===== src/rtl/add_tag_pkg.sv =====
// Shared types and helpers for the add_tag_queue tagging stage.
package add_tag_pkg;

  typedef enum logic {
    TAG_STATIC = 1'b0,
    TAG_SEQ    = 1'b1
  } tag_mode_e;

  localparam int unsigned SeqWMax = 16;

  // Wrap-around sequence step; callers zero-extend and truncate to their tag width.
  function automatic logic [SeqWMax-1:0] seq_next(input logic [SeqWMax-1:0] cur,
                                                  input logic [SeqWMax-1:0] limit);
    return (cur >= limit) ? '0 : cur + 16'd1;
  endfunction

endpackage


===== src/rtl/add_tag_queue_if.sv =====
// Producer/consumer handshake bundle for add_tag_queue; slave is the stage side.
interface add_tag_queue_if #(
  parameter int unsigned DATA_W = 32,
  parameter int unsigned TAG_W  = 4
);
  logic                    in_valid;
  logic                    in_ready;
  logic [DATA_W-1:0]       in_data;
  logic                    out_valid;
  logic                    out_ready;
  logic [TAG_W+DATA_W-1:0] out_data;

  modport master (
    output in_valid, in_data, out_ready,
    input  in_ready, out_valid, out_data
  );

  modport slave (
    input  in_valid, in_data, out_ready,
    output in_ready, out_valid, out_data
  );
endinterface


===== src/rtl/add_tag_seq.sv =====
// Auto-incrementing tag sequence; advances only on pushes made in sequence mode.
module add_tag_seq
  import add_tag_pkg::*;
#(
  parameter int unsigned TAG_W = 4
) (
  input  logic             clk,
  input  logic             rst_n,
  input  logic             i_push,
  input  tag_mode_e        i_mode,
  input  logic [TAG_W-1:0] i_limit,
  output logic [TAG_W-1:0] o_tag
);

  logic [TAG_W-1:0] r_seq;

  always_ff @(posedge clk) begin
    if (!rst_n) begin
      r_seq <= '0;
    end else if (i_push && (i_mode == TAG_SEQ)) begin
      r_seq <= TAG_W'(seq_next(16'(r_seq), 16'(i_limit)));
    end
  end

  assign o_tag = r_seq;

endmodule


===== src/rtl/add_tag_queue.sv =====
// Buffered tag-attachment stage: tags tokens on push, queues them in a circular buffer.
// Optional ADD_TAG_QUEUE_STATS_EN adds saturating pop and stall counters.
module add_tag_queue
  import add_tag_pkg::*;
#(
  parameter int unsigned DATA_W = 32,
  parameter int unsigned TAG_W  = 4,
  parameter int unsigned DEPTH  = 4
) (
  input  logic                       clk,
  input  logic                       rst_n,
  add_tag_queue_if.slave             bus,
  input  logic                       cfg_mode,
  input  logic [TAG_W-1:0]           cfg_tag,
  input  logic [TAG_W-1:0]           cfg_tag_limit,
  output logic [$clog2(DEPTH+1)-1:0] occupancy
`ifdef ADD_TAG_QUEUE_STATS_EN
  ,
  output logic [31:0]                stat_tokens,
  output logic [31:0]                stat_stalls
`endif
);

  localparam int unsigned PtrW = $clog2(DEPTH);
  localparam int unsigned OccW = $clog2(DEPTH + 1);
  localparam int unsigned EntW = TAG_W + DATA_W;

  logic [EntW-1:0]  r_mem [DEPTH];
  logic [PtrW-1:0]  r_wr_ptr;
  logic [PtrW-1:0]  r_rd_ptr;
  logic [OccW-1:0]  r_occ;

  logic             w_in_ready;
  logic             w_out_valid;
  logic             w_push;
  logic             w_pop;
  logic [TAG_W-1:0] w_seq_tag;
  logic [TAG_W-1:0] w_tag;
  tag_mode_e        w_mode;

  // Handshake flags come only from registered occupancy: no out_ready -> in_ready path.
  assign w_in_ready  = (r_occ != OccW'(DEPTH));
  assign w_out_valid = (r_occ != '0);
  assign w_push      = bus.in_valid && w_in_ready;
  assign w_pop       = w_out_valid && bus.out_ready;
  assign w_mode      = tag_mode_e'(cfg_mode);
  assign w_tag       = (w_mode == TAG_SEQ) ? w_seq_tag : cfg_tag;

  add_tag_seq #(
    .TAG_W (TAG_W)
  ) u_seq (
    .clk     (clk),
    .rst_n   (rst_n),
    .i_push  (w_push),
    .i_mode  (w_mode),
    .i_limit (cfg_tag_limit),
    .o_tag   (w_seq_tag)
  );

  always_ff @(posedge clk) begin
    if (w_push) begin
      r_mem[r_wr_ptr] <= {w_tag, bus.in_data};
    end
  end

  always_ff @(posedge clk) begin
    if (!rst_n) begin
      r_wr_ptr <= '0;
      r_rd_ptr <= '0;
      r_occ    <= '0;
    end else begin
      if (w_push) r_wr_ptr <= r_wr_ptr + 1'b1;
      if (w_pop)  r_rd_ptr <= r_rd_ptr + 1'b1;
      unique case ({w_push, w_pop})
        2'b10:   r_occ <= r_occ + OccW'(1);
        2'b01:   r_occ <= r_occ - OccW'(1);
        default: r_occ <= r_occ;
      endcase
    end
  end

  assign bus.in_ready  = w_in_ready;
  assign bus.out_valid = w_out_valid;
  // Empty queue presents zero so stale entries never leak after reset.
  assign bus.out_data  = w_out_valid ? r_mem[r_rd_ptr] : '0;
  assign occupancy     = r_occ;

`ifdef ADD_TAG_QUEUE_STATS_EN
  logic [31:0] r_stat_tokens;
  logic [31:0] r_stat_stalls;

  always_ff @(posedge clk) begin
    if (!rst_n) begin
      r_stat_tokens <= '0;
      r_stat_stalls <= '0;
    end else begin
      if (w_pop && (r_stat_tokens != '1)) r_stat_tokens <= r_stat_tokens + 32'd1;
      if (w_out_valid && !bus.out_ready && (r_stat_stalls != '1)) begin
        r_stat_stalls <= r_stat_stalls + 32'd1;
      end
    end
  end

  assign stat_tokens = r_stat_tokens;
  assign stat_stalls = r_stat_stalls;
`endif

endmodule


===== src/flat_wrapper.sv =====
// flat-port wrapper written by rule: the top's interface ports become plain ports
module add_tag_queue_flat import add_tag_pkg::*;
#(
  parameter int unsigned DATA_W = 32,
  parameter int unsigned TAG_W  = 4,
  parameter int unsigned DEPTH  = 4
)
  (clk, rst_n, cfg_mode, cfg_tag, cfg_tag_limit, occupancy, bus_in_valid, bus_in_data, bus_out_ready, bus_in_ready, bus_out_valid, bus_out_data);
  add_tag_queue_if #(.DATA_W(DATA_W), .TAG_W(TAG_W)) bus_i ();
  input  logic clk;
  input  logic rst_n;
  input  logic cfg_mode;
  input  logic [TAG_W-1:0] cfg_tag;
  input  logic [TAG_W-1:0] cfg_tag_limit;
  output logic [$clog2(DEPTH+1)-1:0] occupancy;
  input wire logic [$bits(bus_i.in_valid)-1:0] bus_in_valid;
  input wire logic [$bits(bus_i.in_data)-1:0] bus_in_data;
  input wire logic [$bits(bus_i.out_ready)-1:0] bus_out_ready;
  output wire logic [$bits(bus_i.in_ready)-1:0] bus_in_ready;
  output wire logic [$bits(bus_i.out_valid)-1:0] bus_out_valid;
  output wire logic [$bits(bus_i.out_data)-1:0] bus_out_data;
  assign bus_i.in_valid = bus_in_valid;
  assign bus_i.in_data = bus_in_data;
  assign bus_i.out_ready = bus_out_ready;
  assign bus_in_ready = bus_i.in_ready;
  assign bus_out_valid = bus_i.out_valid;
  assign bus_out_data = bus_i.out_data;
  add_tag_queue #(.DATA_W(DATA_W), .TAG_W(TAG_W), .DEPTH(DEPTH)) u_core (.clk(clk), .rst_n(rst_n), .bus(bus_i), .cfg_mode(cfg_mode), .cfg_tag(cfg_tag), .cfg_tag_limit(cfg_tag_limit), .occupancy(occupancy));
endmodule

===== config.mk =====
export PLATFORM = sky130hd
export DESIGN_NAME = add_tag_queue_flat
export DESIGN_NICKNAME = d
export VERILOG_FILES = /design/src/rtl/add_tag_pkg.sv /design/src/rtl/add_tag_queue_if.sv /design/src/rtl/add_tag_seq.sv /design/src/rtl/add_tag_queue.sv /design/src/flat_wrapper.sv
export SDC_FILE = /design/constraint.sdc
export NUM_CORES = 1
export LEC_CHECK = 0
export BUFFER_PORTS_ARGS = -buffer_cell sky130_fd_sc_hd__buf_2
export CORE_MARGIN = 2
export CORE_UTILIZATION = 55
export CTS_CLUSTER_SIZE = 16
export DETAILED_ROUTE_END_ITERATION = 16
export GPL_TIMING_DRIVEN = 0
export HOLD_SLACK_MARGIN = 0.03
export PLACE_DENSITY = 0.86
export SYNTH_ARGS = -nofsm -noshare
export SYNTH_HDL_FRONTEND = slang
export SYNTH_SLANG_ARGS = --single-unit

===== constraint.sdc =====
create_clock -name clk -period 4.5 [get_ports clk]
set_clock_uncertainty 0.1 [all_clocks]
set_input_delay 1.125 -clock clk [delete_from_list [all_inputs] [get_ports clk]]
set_output_delay 1.125 -clock clk [all_outputs]
set_load 0.03 [all_outputs]

# Yosys cells after proc, flatten, opt, wreduce, memory -nomap -nowiden
# Memory sizes are Yosys's and may differ from the RTL's. A register that Yosys moved wholly into a read port is not among the register bits.
# Cells that the tools add are included.
[word_totals]
ff_bits = 11
ramBits = 144
memories = 1
[op_classes]
n_addsub = 5
magnitude_cmp = 1
eq_ne = 3
mux = 8
n_reduce_logical = 5
[memory_table]
columns = ["memory", "depth", "word_bits", "read_ports", "rd_ports_with_merged_regs", "wr", "line_no", "rtl"]
rows = [
  ["u_core.r_mem", 4, 36, 1, 1, 1, "add_tag_queue.sv:28", "logic [EntW-1:0] r_mem [DEPTH];"],
]
[ops]
columns = ["op", "count"]
rows = [
  ["$mux W36", 1],
  ["$mux W4", 2],
  ["$pmux W3 S2", 1],
  ["$add A2 B1 Y2 const B", 2],
  ["$add A4 B1 Y4 const B", 1],
  ["$ge A4 B4 Y1", 1],
  ["$mux W2", 2],
  ["$add A3 B1 Y3 const B", 1],
  ["$logic_and A1 B1 Y1", 3],
  ["$ne A3 B3 Y1 const B", 1],
  ["$reduce_bool A3 Y1", 1],
  ["$sub A3 B1 Y3 const B", 1],
  ["$eq A2 B1 Y1 const B", 1],
  ["$eq A2 B2 Y1 const B", 1],
  ["$mux W1", 2],
  ["$reduce_bool A2 Y1", 1],
]

# Logic depth before layout (Yosys ltp)
# Gate-level depths: netlist of the first run.
[depth]
depth_word = 4
ltp_mapped = 10

# Cells and area by module
# From an unflattened synthesis of the first run, not the netlist that was laid out.
[hier_totals]
cells_unflattened = 325
hier_area_um2 = 6272.3
[modules_own_cells]
columns = ["module", "n_inst", "cells_each", "area_per_inst_um2", "seq_area_each_um2"]
rows = [
  ["add_tag_queue", 1, 287, 5979.5, 4504.3],
  ["add_tag_seq", 1, 38, 292.8, 80.1],
]

# Worst setup path after synthesis of the first run
# Ideal clock, no wire load.
[synth_timing]
path_type = "reg-to-output"
start = "register u_core.r_occ[0] (netlist: u_core.occupancy[0])"
end = "output bus_out_data[15]"
arrival_ps = 1534
required_ps = 3275
path_slack_ps = 1741
stages_incl_launch_ff = 5
n_path_buf = 2
path_cell_list = "dfxtp_1 -> clkbuf_2 -> nor3_2 -> clkbuf_1 -> and2b_1"
[synth_between]
elab_chain_cells = 2
[synth_rtl]
columns = ["item", "line_no", "rtl"]
rows = [
  ["start: declaration", "add_tag_queue.sv:31", "logic [OccW-1:0] r_occ;"],
  ["start signal: assignment", "add_tag_queue.sv:75", "2'b10: r_occ <= r_occ + OccW'(1);"],
  ["start signal: assignment", "add_tag_queue.sv:76", "2'b01: r_occ <= r_occ - OccW'(1);"],
  ["start signal: assignment", "add_tag_queue.sv:77", "default: r_occ <= r_occ;"],
  ["$reduce_bool A3 Y1", "add_tag_queue.sv:43", "assign w_out_valid = (r_occ != '0);"],
  ["$mux W36", "add_tag_queue.sv:85", "assign bus.out_data = w_out_valid ? r_mem[r_rd_ptr] : '0;"],
  ["end: declaration", "flat_wrapper.sv:21", "output wire logic [$bits(bus_i.out_data)-1:0] bus_out_data;"],
]
# No other way between the ends.

# Worst setup path in the final report of the first run
[layout_timing]
start = "register u_core.r_occ[0] (netlist: u_core.occupancy[0])"
end = "output bus_out_data[32]"
# Same word-level chain as after synthesis.

==> results of run 1 <==
how the worst max path moves through the flow:
stage               depth (start not counted)                        startpoint  slack (ns)                            end
floorplan                                   4  u_core.occupancy[0]$_SDFFE_PN0P_        1.74               bus_out_data[15]
global placement                            3                      bus_in_valid        1.02  u_core.r_mem[0][16]$_DFFE_PP_
detailed placement                          5  u_core.occupancy[0]$_SDFFE_PN0P_        1.19               bus_out_data[32]
CTS                                         5  u_core.occupancy[0]$_SDFFE_PN0P_        0.72               bus_out_data[32]
global route                                5  u_core.occupancy[0]$_SDFFE_PN0P_        0.64               bus_out_data[32]
finish                                      5  u_core.occupancy[0]$_SDFFE_PN0P_        0.84               bus_out_data[32]
critical path, cell delays in order (launching register included):
cell,delay (ns)
dfxtp_1,0.31
clkbuf_2,0.17
nor3_2,0.65
clkbuf_1,0.45
and2b_1,0.26
buf_2,0.18
metal layers:
| layer | vias to the layer above | routed length (um) | GRT usage | share of wire |
|---|---|---|---|---|
| met5 | - | 0 | 0 | 0 |
| met4 | 0 | 146 | 0.06583 | 0.013 |
| met3 | 16 | 652 | 0.06452 | 0.058 |
| met2 | 97 | 5790 | 0.3231 | 0.52 |
| met1 | 1619 | 4618 | 0.2534 | 0.41 |
| li1 | 1495 | - | - | - |
cell usage in the layout (no fill, tap or decap), types with 2 or more instances in the layout:
| master | synthesis | final |
|---|---|---|
| o21ai_0 | 7 | 7 |
| bufinv_16 | 0 | 2 |
| buf_12 | 0 | 3 |
| buf_4 | 4 | 4 |
| nor2b_1 | 21 | 21 |
| a21oi_1 | 5 | 5 |
| clkinv_4 | 0 | 3 |
| clkbuf_1 | 5 | 8 |
| inv_1 | 13 | 13 |
| ha_1 | 10 | 10 |
| mux4_2 | 36 | 36 |
| or3_1 | 2 | 2 |
| clkinv_2 | 0 | 2 |
| a221oi_1 | 3 | 3 |
| clkbuf_16 | 0 | 17 |
| nand3_1 | 5 | 5 |
| nor2_1 | 7 | 7 |
| buf_2 | 4 | 88 |
| nand2_1 | 2 | 2 |
| dfxtp_1 | 13 | 13 |
| xor2_1 | 4 | 4 |
| and2b_1 | 15 | 15 |
| and3_2 | 0 | 4 |
| edfxtp_1 | 144 | 144 |
| mux2_2 | 4 | 4 |
| clkinv_1 | 0 | 2 |
| o31ai_1 | 2 | 2 |
cell families after synthesis:
logic type / Yosys count / share of synthesized area
xor gates and xnor gates: 4 / 0.005569
adders and majority gates: 11 / 0.02308
buffers and inverters: 29 / 0.02228
and+or+nand+nor: 62 / 0.06306
AOI/OAI and AO/OA: 20 / 0.02108
DFF: 157 / 0.7289
muxes: 40 / 0.1361
flip-flops by register name, summed over array words and instances (netlist names), named ones only:
register	cells
u_core.u_seq.o_tag	4
u_core.r_mem	144
u_core.r_wr_ptr	2
u_core.occupancy	3
u_core.r_rd_ptr	2
power groups by stage:
| stage | Clock [mW] | Sequential [mW] | Combinational, mW |
|---|---|---|---|
| 2_1_floorplan | 0 | 1.83 | 1.15 |
| 3_5_place_dp | 0 | 1.82 | 1.61 |
| 5_1_grt | 1.43 | 1.80 | 1.70 |
| 4_1_cts | 1.36 | 1.79 | 1.62 |
| 3_3_place_gp | 0 | 1.81 | 1.57 |
| 6_report | 1.34 | 1.79 | 1.59 |
final cells by class:
class | instances | share of cell area
flip-flops and latches | 157 | 0.6081
repair buffers | 88 | 0.06739
inverters | 14 | 0.006971
well taps | 143 | 0.02373
clock inverters | 11 | 0.01593
multi-input cells | 137 | 0.2083
plain buffers | 15 | 0.01162
clock buffers | 20 | 0.05793
==> impl_results.md, run 1 <==
* Top cells by area, synth: edfxtp_1 69%, mux4_2 13%, dfxtp_1 4.1%, nor2b_1 2.1%, ha_1 2.0%
* Int Power at 3.148 mW
* RSZ-0062 raised after global routing: no
* Vias per inst at 5.516
* Total gr overflow at 0
* Post-Syn Nets at 379
* Hold Buf Count CTS at 0
* Setup_tns at 0 ns
* Num ports at 86
* Layout cells sized above 1 at 0.3891
* Die footprint at 12310 sq um
* Hold Path Class: register to register
* Multi-input combinational cell area at 1570 sq um
* DR vias at 3227
* Root cell of the clock tree: clkbuf_16
* Clk pwr share at 0.285
* WL/cell at 19.16 um
* Worst slew margin at 0.4856
* Die Span X at 110.9 um
* Post-DP HPWL at 7178 um
* CTS tree: done
* Setup crit start kind: register
* Final hold violation count at 0
* Largest net degree at the start of global routing at 30
* Hold Slack at 0.4246 ns
* R2R depth at 10
* Routability cong. at 0.7478
* Placed Area at 6982 sq um
* Outcome: complete, no violations
* First-pass GRT wire length at 18160 um
* DR DRC count at 0
* Max-cap viol count at 0
* Switch share at 0.3326
* Setup slack after layout at 0.8358 ns
* Gate power share at 0.336
* Ys Warns at 0
* Async set-reset flop share out of synthesis at 0
* Core box area at 11270 sq um
* Min-delay src: u_core.r_wr_ptr[1]$_SDFFE_PN0P_
* Vias in the first global route at 3491
* Post-synth EDFFs at 144
* Worst r2r dst: u_core.occupancy[2]$_SDFFE_PN0P_
* Hold Crit Endpoint: u_core.r_wr_ptr[1]$_SDFFE_PN0P_
* Area grow syn2layout at 19.85%
* Hold path depth at 2
* CP required at 3.27 ns
* Synth area leader: edfxtp_1
* DRT iter0 DRCs at 253
* Arr. time, crit path at 2.44 ns
* Total CTS buffers at 17
* Nets at 486
* Top cell type's share of synthesized area at 0.6875
* Flop2flop setup slack at 1.95 ns
* Psw at 1.569 mW
* Static Leak at 2.743 nW
* Register area at 4584 sq um
* Mapped Area at 6290 sq um
* Routed WL at 11210 um
* Seq/Total Area, Yosys at 0.7289
* Clock Latency Late Sink at 0.42 ns
* Final setup viols at 0
* Fill cells at 752
* Mapped Cells at 323
* CTS resizes at 0
* Initial antenna violation count at 0
* Clk sinks at 157
* Sequential power share at 0.379
* Final worst-path cycle share at 0.8143
* Final Util at 0.6688
* Worst-path maximum fanout at 10
* Placed cells at 554
* CP Class: register to primary output
* Diodes inserted at 0
* Total power at 4.717 mW
* Die Ht at 110.9 um
* VDD IR-drop max at 0.4789 mV
* Clk slew on worst S/H paths at 0.06 ns
* Final Critical Period at 3.664 ns
* Design area at 7538 sq um
* Fmax at 272.9 MHz
* Pre-CTS setup slack at 1.189 ns
* Non-Filler Instances at 585
* Pwr dens at 625.7 nW/um^2
* Routed Antenna Nets at 0
* Worst r2r src: u_core.occupancy[0]$_SDFFE_PN0P_
* Drt first pass iters at 4
* Worst-Margin Slew at 0.7674 ns
* CTS max path bufs at 2
* Total GRT Usage at 0.1977
* IO Port Bufs at 84
* Count of cell types in the netlist at 34
* Top-count cell post-synth: edfxtp_1
* Top post-synthesis cells by count: 144 x edfxtp_1, 36 x mux4_2, 21 x nor2b_1, 15 x and2b_1
* Most used DFF post-synth: edfxtp_1
* Max-slew violation count at 0
* Critical Path Sink Type: primary output
* H-tree levels at 4
* Mean post-synth cell area at 19.47 sq um
* Setup Buffers After CTS at 0
* Post-synthesis register bit count at 157
* Row count at 39
* Starting density of the core at 0.5580
(Power assumes the default switching activity.)
==> run 2, diff against run 1 <==
--- a/config.mk
+++ b/config.mk
@@ -5,6 +5,7 @@
 export SDC_FILE = /design/constraint.sdc
 export NUM_CORES = 1
 export LEC_CHECK = 0
+export ABC_AREA = 1
 export BUFFER_PORTS_ARGS = -buffer_cell sky130_fd_sc_hd__buf_2
 export CORE_MARGIN = 2
 export CORE_UTILIZATION = 55
==> constraint.sdc (replaced) <==
create_clock -name clk -period 3.5 [get_ports clk]
set_clock_uncertainty 0.1 [all_clocks]
set_input_delay 0.875 -clock clk [delete_from_list [all_inputs] [get_ports clk]]
set_output_delay 0.875 -clock clk [all_outputs]
set_load 0.03 [all_outputs]
==> run 2 against run 1 <==
Net effect:
- global-route usage grew 4.0 points
- routed wire length rose by 28%
- sequential power up 29%
- cell count rose by 38%
- worst setup slack got worse by 0.25 ns
- sequential share of layout area fell by 1.5 points
- clock power is 29% higher
- largest power group unchanged
- synthesized area rose by 2.4%
- count of clock-buffer cells in the layout is 1 lower
- total power grew 32%
==> impl_results.md, run 2 <==
* Outcome: complete, no violations
* CTS tree: done
* Hold Path Class: register to register
* Register area at 4584 sq um (unchanged)
* Seq/Total Area, Yosys at 0.7117 (-0.01713)
* WL/cell at 17.69 um (-7.7%)
* Pre-CTS setup slack at 1.061 ns (-0.1281 ns)
* Met3 routed WL at 941 um (+44%)
* Total GRT Usage at 0.2376 (+0.03991)
* CTS max path bufs at 2 (unchanged)
* Static Leak at 2.990 nW (+9.0%)
* Placed Area at 7171 sq um (+2.7%)
* DRT iter0 DRCs at 501 (+98%)
* Top-count cell post-synth: nor2_1
* Post-DP HPWL at 9118 um (+27%)
* Most common cell after layout, fill and taps aside: nor2_1
* Psw at 2.300 mW (+47%)
* Max-cap viol count at 0 (unchanged)
* Setup slack after layout at 0.5851 ns (-0.2508 ns)
* Top Layer Used: met4
* Starting density of the core at 0.5641 (+0.006105)
* Arr. time, crit path at 1.94 ns (-0.50 ns)
* Area grow syn2layout at 20.01%
* Int Power at 3.916 mW (+24%)
* CP Class: register to primary output
* Crit path max-delay cell type: dfxtp_1
* Clk pwr share at 0.279 (-0.006)
* Total CTS buffers at 17 (unchanged)
* Design area at 7730 sq um (+2.5%)
* Core box area at 11420 sq um (+1.3%)
* Initial antenna violation count at 1 (+1)
* RSZ-0062 raised after global routing: no
* Worst slew margin at 0.5237 (+0.03811)
* Routed Antenna Nets at 0 (unchanged)
* Mapped Cells at 543 (+68%)
* Final setup viols at 0 (unchanged)
* DR vias at 4465 (+38%)
* VDD IR-drop max at 0.5390 mV (+13%)
* Mapped Area at 6441 sq um (+2.4%)
* CTS resizes at 0 (unchanged)
* Root cell of the clock tree: clkbuf_16
* H-tree levels at 4 (unchanged)
* Placed cells at 775 (+40%)
* Row count at 39 (unchanged)
* Post-synth EDFFs at 144 (unchanged)
* DR DRC count at 0 (unchanged)
* Largest net degree at the start of global routing at 29 (-3.3%)
* Switch share at 0.3700 (+0.03741)
* Drt first pass iters at 5 (+1)
* Setup crit start kind: register
* Nets at 707 (+45%)
* Cell family with most CP delay: buffers and inverters
* Pwr dens at 804.2 nW/um^2 (+29%)
* Layout cells sized above 1 at 0.2304 (-0.1587)
* Die Ht at 112.2 um (+1.2%)
* Fmax at 343.1 MHz
* Routed WL at 14290 um (+28%)
* Post-synthesis register bit count at 157 (unchanged)
* Post-Syn Nets at 599 (+58%)
* Non-Filler Instances at 808 (+38%)
* First-pass GRT wire length at 22860 um (+26%)
* Hold Buf Count CTS at 0 (unchanged)
* Die Span X at 112.2 um (+1.2%)
* Count of cell types in the netlist at 24 (-29%)
* IO Port Bufs at 85 (+1.2%)
* Max-slew violation count at 0 (unchanged)
* Critical-path cell list: buf_6 > inv_2 > clkbuf_2 > o21ai_0 > a21oi_1 > buf_2
* Critical Path Sink Type: primary output
* Gate power share at 0.349 (+0.013)
* Die footprint at 12590 sq um (+2.3%)
* Top post-synthesis cells by count: 159 x nor2_1, 144 x edfxtp_1, 61 x o21ai_0, 45 x a21oi_1, 26 x nand2_1
* Final hold violation count at 0 (unchanged)
* Clock Latency Late Sink at 0.41 ns (about the same)
* Worst-path maximum fanout at 10 (unchanged)
* Top cell type's share of synthesized area at 0.6713 (-0.01616)
* Final Util at 0.6770 (+0.008191)
* Total gr overflow at 0 (unchanged)
* Max FFs per register at 144 (unchanged)
* Top cells by area, synth: edfxtp_1 67%, nor2_1 9.3%, o21ai_0 4.7%, dfxtp_1 4.0%, a21oi_1 3.5%
* Sequential power share at 0.372 (-0.007)
* Final worst-path cycle share at 0.8328
* Async set-reset flop share out of synthesis at 0 (unchanged)
* Worst-Margin Slew at 0.7127 ns (-0.05468 ns)
* Fill cells at 802 (+6.6%)
* Routability cong. at 0.7710 (+3.1%)
* Clk sinks at 157 (unchanged)
* Vias in the first global route at 4602 (+32%)
* Flop2flop setup slack at 1.48 ns (-0.47 ns)
* Largest Register: u_core.r_mem
* Most used DFF post-synth: edfxtp_1
* Ys Warns at 0 (unchanged)
* Total power at 6.216 mW (+32%)
* Largest stage delay, worst path at 0.32 ns (-0.33 ns)
* CP required at 2.52 ns (-0.75 ns)
* WP buf/inv at 4 (+1)
* Num ports at 86 (unchanged)
* Multi-input combinational cell area at 1579 sq um (+0.56%)
* Vias per inst at 5.526 (+0.18%)
* Final Critical Period at 2.915 ns
* Routed wl met2 at 7390 um (+28%)
* Clk slew on worst S/H paths at 0.06 ns (about the same)
* Setup Buffers After CTS at 0 (unchanged)
* Mean post-synth cell area at 11.86 sq um (-39%)
* Synth area leader: edfxtp_1
* Commonest non-fill, non-tap cells in the layout: 155 x nor2_1, 144 x edfxtp_1, 88 x buf_2
* WL met1 at 5711 um (+24%)
==> run 2: area by class of cell <==
| class | count | share of cell area |
|---|---|---|
| inverter | 28 | 0.01392 |
| antenna | 1 | 0.0003237 |
| tap | 143 | 0.02315 |
| clock inverter | 13 | 0.01602 |
| timing repair buffer | 89 | 0.06734 |
| buffer | 26 | 0.02590 |
| clock buffer | 19 | 0.05601 |
| sequential | 157 | 0.5931 |
| multi-input combinational | 332 | 0.2043 |
==> run 2: worst paths after layout <==
kind / from / end / cells after the start
worst min-delay path: u_core.r_rd_ptr[0]$_SDFFE_PN0P_ / u_core.r_rd_ptr[0]$_SDFFE_PN0P_ / 1
worst min register to register: u_core.r_rd_ptr[0]$_SDFFE_PN0P_ / u_core.r_rd_ptr[0]$_SDFFE_PN0P_ / 1
worst max-delay path: register / bus_out_data[24] / 6
worst max register to register: u_core.occupancy[1]$_SDFFE_PN0P_ / u_core.occupancy[2]$_SDFFE_PN0P_ / 10
==> run 2: metal layers <==
layer | global-route usage | vias to the layer above
li1 | - | 2101
met1 | 0.2961 | 2160
met2 | 0.4076 | 181
met3 | 0.05670 | 23
met4 | 0.08780 | 0
met5 | 0 | -
==> run 2: worst register-to-register path: cells and delay by family (launching register included) <==
kind | cells | cell delay, ns
flops | 1 | 0.35
fa+ha+maj | 2 | 0.56
buf+inv | 1 | 0.07
compound gates | 2 | 0.25
simple gates | 5 | 0.59
==> run 2: cell families (layout without fill, tap and decap cells) <==
| kind of cell | Yosys count | in the layout | synth area share |
|---|---|---|---|
| flip-flops | 157 | 157 | 0.7117 |
| adder cells (fa/ha/maj) | 11 | 11 | 0.02253 |
| AND/OR/NAND/NOR | 194 | 194 | 0.1181 |
| XOR/XNOR | 2 | 2 | 0.002720 |
| buffers and inverters | 54 | 175 | 0.04779 |
| AO/OA/AOI/OAI | 125 | 125 | 0.09713 |
| other | 0 | 1 | 0 |
==> run 2: through the flow <==
stage                     hold slack [ns]  setup TNS, ns
final                              0.4148              0
after CTS                          0.4096              0
after global routing               0.4383              0
after global placement             0.3647        -101.26
after detailed placement           0.3824              0
after floorplan                    0.3540              0
==> run 2: power by group through the flow <==
stage	registers [mW]	logic (mW)	clock network, mW
CTS	2.31	2.19	1.74
finish	2.31	2.17	1.73
detailed placement	2.35	2.17	0
floorplan	2.36	1.46	0
global route	2.32	2.35	1.83
global placement	2.35	2.05	0
==> run 3, diff against run 2 <==
--- a/config.mk
+++ b/config.mk
@@ -5,7 +5,7 @@
 export SDC_FILE = /design/constraint.sdc
 export NUM_CORES = 1
 export LEC_CHECK = 0
-export ABC_AREA = 1
+export ABC_AREA = 0
 export BUFFER_PORTS_ARGS = -buffer_cell sky130_fd_sc_hd__buf_2
 export CORE_MARGIN = 2
 export CORE_UTILIZATION = 55
==> constraint.sdc (replaced) <==
create_clock -name clk -period 2.95 [get_ports clk]
set_clock_uncertainty 0.1 [all_clocks]
set_input_delay 0.7375 -clock clk [delete_from_list [all_inputs] [get_ports clk]]
set_output_delay 0.7375 -clock clk [all_outputs]
set_load 0.03 [all_outputs]
==> run 3 against run 2 <==
Net effect:
- clock power rose by 18%
- die area fell by 2.3%
- highest routed layer unchanged
- total power rose by 18%
- sequential cell count did not move
- core utilization fell by 0.25 points
- non-clock buffer count fell by 9
- design area fell by 1.7%
- critical endpoint is now bus_out_data[19]
- cell count fell by 27%
- largest cell class unchanged
- routed wire length fell by 21%
- hold slack improved by 0.0097 ns
- critical path depth fell by 1
==> impl_results.md, run 3 (synthesized netlist as in run 1, its figures left out) <==
* IO Port Bufs at 84 (-1.2%)
* Design area at 7602 sq um (-1.7%)
* Switch share at 0.3317 (-0.03826)
* Total gr overflow at 0 (unchanged)
* Final hold violation count at 0 (unchanged)
* Vias per inst at 5.532 (+0.11%)
* Final Critical Period at 2.841 ns
* First-pass GRT wire length at 18290 um (-20%)
* Clk pwr share at 0.280 (about the same)
* Non-Filler Instances at 588 (-27%)
* Final Util at 0.6744 (-0.002530)
* Worst slew margin at 0.6172 (+0.09343)
* Critical-path cell list: buf_8 > buf_8 > mux4_2 > and2b_1 > buf_2
* DR vias at 3253 (-27%)
* Area grow syn2layout at 20.87%
* Setup_tns at 0 ns (unchanged)
* RSZ-0062 raised after global routing: no
* Total CTS buffers at 17 (unchanged)
* Fill cells at 745 (-7.1%)
* Commonest non-fill, non-tap cells in the layout: 144 x edfxtp_1, 88 x buf_2, 36 x mux4_2
* Routed WL at 11330 um (-21%)
* Final worst-path cycle share at 0.9631
* Row count at 39 (unchanged)
* Most common cell after layout, fill and taps aside: edfxtp_1
* Routed Antenna Nets at 0 (unchanged)
* Nets at 489 (-31%)
* Hold Buf Count CTS at 0 (unchanged)
* Pwr dens at 963.9 nW/um^2 (+20%)
* Max-cap viol count at 0 (unchanged)
* Root cell of the clock tree: clkbuf_16
* H-tree levels at 4 (unchanged)
* Fmax at 352.0 MHz
* Worst-Margin Slew at 0.5743 ns (-0.1384 ns)
* Static Leak at 2.779 nW (-7.0%)
* Int Power at 4.897 mW (+25%)
* Vias in the first global route at 3518 (-24%)
* DRT iter0 DRCs at 261 (-48%)
* Layout cells sized above 1 at 0.4022 (+0.1718)
* VDD IR-drop max at 0.7308 mV (+36%)
* Drt first pass iters at 6 (+1)
* CTS max path bufs at 2 (unchanged)
* Placed cells at 554 (-29%)
* Clk slew on worst S/H paths at 0.06 ns (about the same)
* Outcome: complete, no violations
* Psw at 2.431 mW (+5.7%)
* Largest Register: u_core.r_mem
* Post-DP HPWL at 7178 um (-21%)
* Max-slew violation count at 0 (unchanged)
* Sequential power share at 0.373 (about the same)
* Total GRT Usage at 0.1987 (-0.03892)
* Die footprint at 12310 sq um (-2.3%)
* Setup crit start kind: register
* Diodes inserted at 0 (-1)
* Arr. time, crit path at 2.00 ns (+0.06 ns)
* Die Ht at 110.9 um (-1.1%)
* Num ports at 86 (unchanged)
* Placed Area at 6982 sq um (-2.6%)
* Gate power share at 0.347 (-0.002)
* Routability cong. at 0.7478 (-3.0%)
* Worst-path maximum fanout at 10 (unchanged)
* Critical Path Sink Type: primary output
* CP Class: register to primary output
* Core box area at 11270 sq um (-1.3%)
* Initial antenna violation count at 0 (-1)
* DR DRC count at 0 (unchanged)
* Crit path max-delay cell type: mux4_2
* CTS tree: done
* Final setup viols at 0 (unchanged)
* CP required at 2.11 ns (-0.41 ns)
* Largest net degree at the start of global routing at 30 (+3.4%)
* Hold Path Class: register to register
* Largest stage delay, worst path at 0.52 ns (+0.20 ns)
* Hold Slack at 0.4245 ns (+0.009702 ns)
* Clk sinks at 157 (unchanged)
* WL/cell at 19.27 um (+9.0%)
* Cell mode on critical path: buf_8
* Die Span X at 110.9 um (-1.1%)
* Clock Latency Late Sink at 0.42 ns (about the same)
* Max FFs per register at 144 (unchanged)
* Starting density of the core at 0.5580 (-0.006105)
==> run 3: final timing paths <==
kind | cells past startpoint | from | end | slack (ns)
min | 2 | u_core.r_wr_ptr[1]$_SDFFE_PN0P_ | u_core.r_wr_ptr[1]$_SDFFE_PN0P_ | 0.42
max reg2reg | 9 | u_core.occupancy[2]$_SDFFE_PN0P_ | u_core.occupancy[2]$_SDFFE_PN0P_ | 0.36
max | 5 | register | bus_out_data[19] | 0.11
min reg2reg | 2 | u_core.r_wr_ptr[1]$_SDFFE_PN0P_ | u_core.r_wr_ptr[1]$_SDFFE_PN0P_ | 0.42
==> run 3: power by group through the flow <==
stage               combinational [mW]  clock, mW  sequential [mW]
floorplan                         1.75          0             2.79
global placement                  2.39          0             2.76
detailed placement                2.46          0             2.77
CTS                               2.57       2.08             2.73
global route                      2.72       2.18             2.75
finish                            2.54       2.05             2.73
==> run 3: metrics by stage <==
| step | power (mW) | setup WS (ns) |
|---|---|---|
| after floorplan | 4.537 | 0.3981 |
| after global placement | 5.157 | -0.1400 |
| after detailed placement | 5.233 | 0.02628 |
| after CTS | 7.381 | 0.005207 |
| after global routing | 7.652 | 0.01846 |
| final | 7.328 | 0.1089 |
==> run 3: critical path: cells and delay by family, from the launching register on <==
kind | cells | cell delay [ns]
buf+inv | 3 | 0.52
mux | 1 | 0.52
flops | 1 | 0.36
simple gates | 1 | 0.18
==> run 3: per-layer routing <==
layer | track usage | wire length, um | share of wire
met1 | 0.2551 | 4777 | 0.42
met2 | 0.3247 | 5837 | 0.52
met3 | 0.06452 | 594 | 0.052
met4 | 0.06583 | 121 | 0.011
met5 | 0 | 0 | 0
==> run 3: area by class of cell <==
class	instances	area (sq um)	share of cell area
flip-flops and latches	157	4584	0.6030
multi-input cells	137	1577	0.2074
repair buffers	91	530.5	0.06978
clock buffers	20	436.7	0.05744
well taps	143	178.9	0.02354
plain buffers	15	122.6	0.01613
clock inverters	11	120.1	0.01580
inverters	14	52.55	0.006912
==> run 3: repair_timing <==
action                     4_1_cts  5_1_grt
buffers inserted                 3        0
pin swaps                        1        0
setup endpoints to repair       31       20
resized for setup               10        3
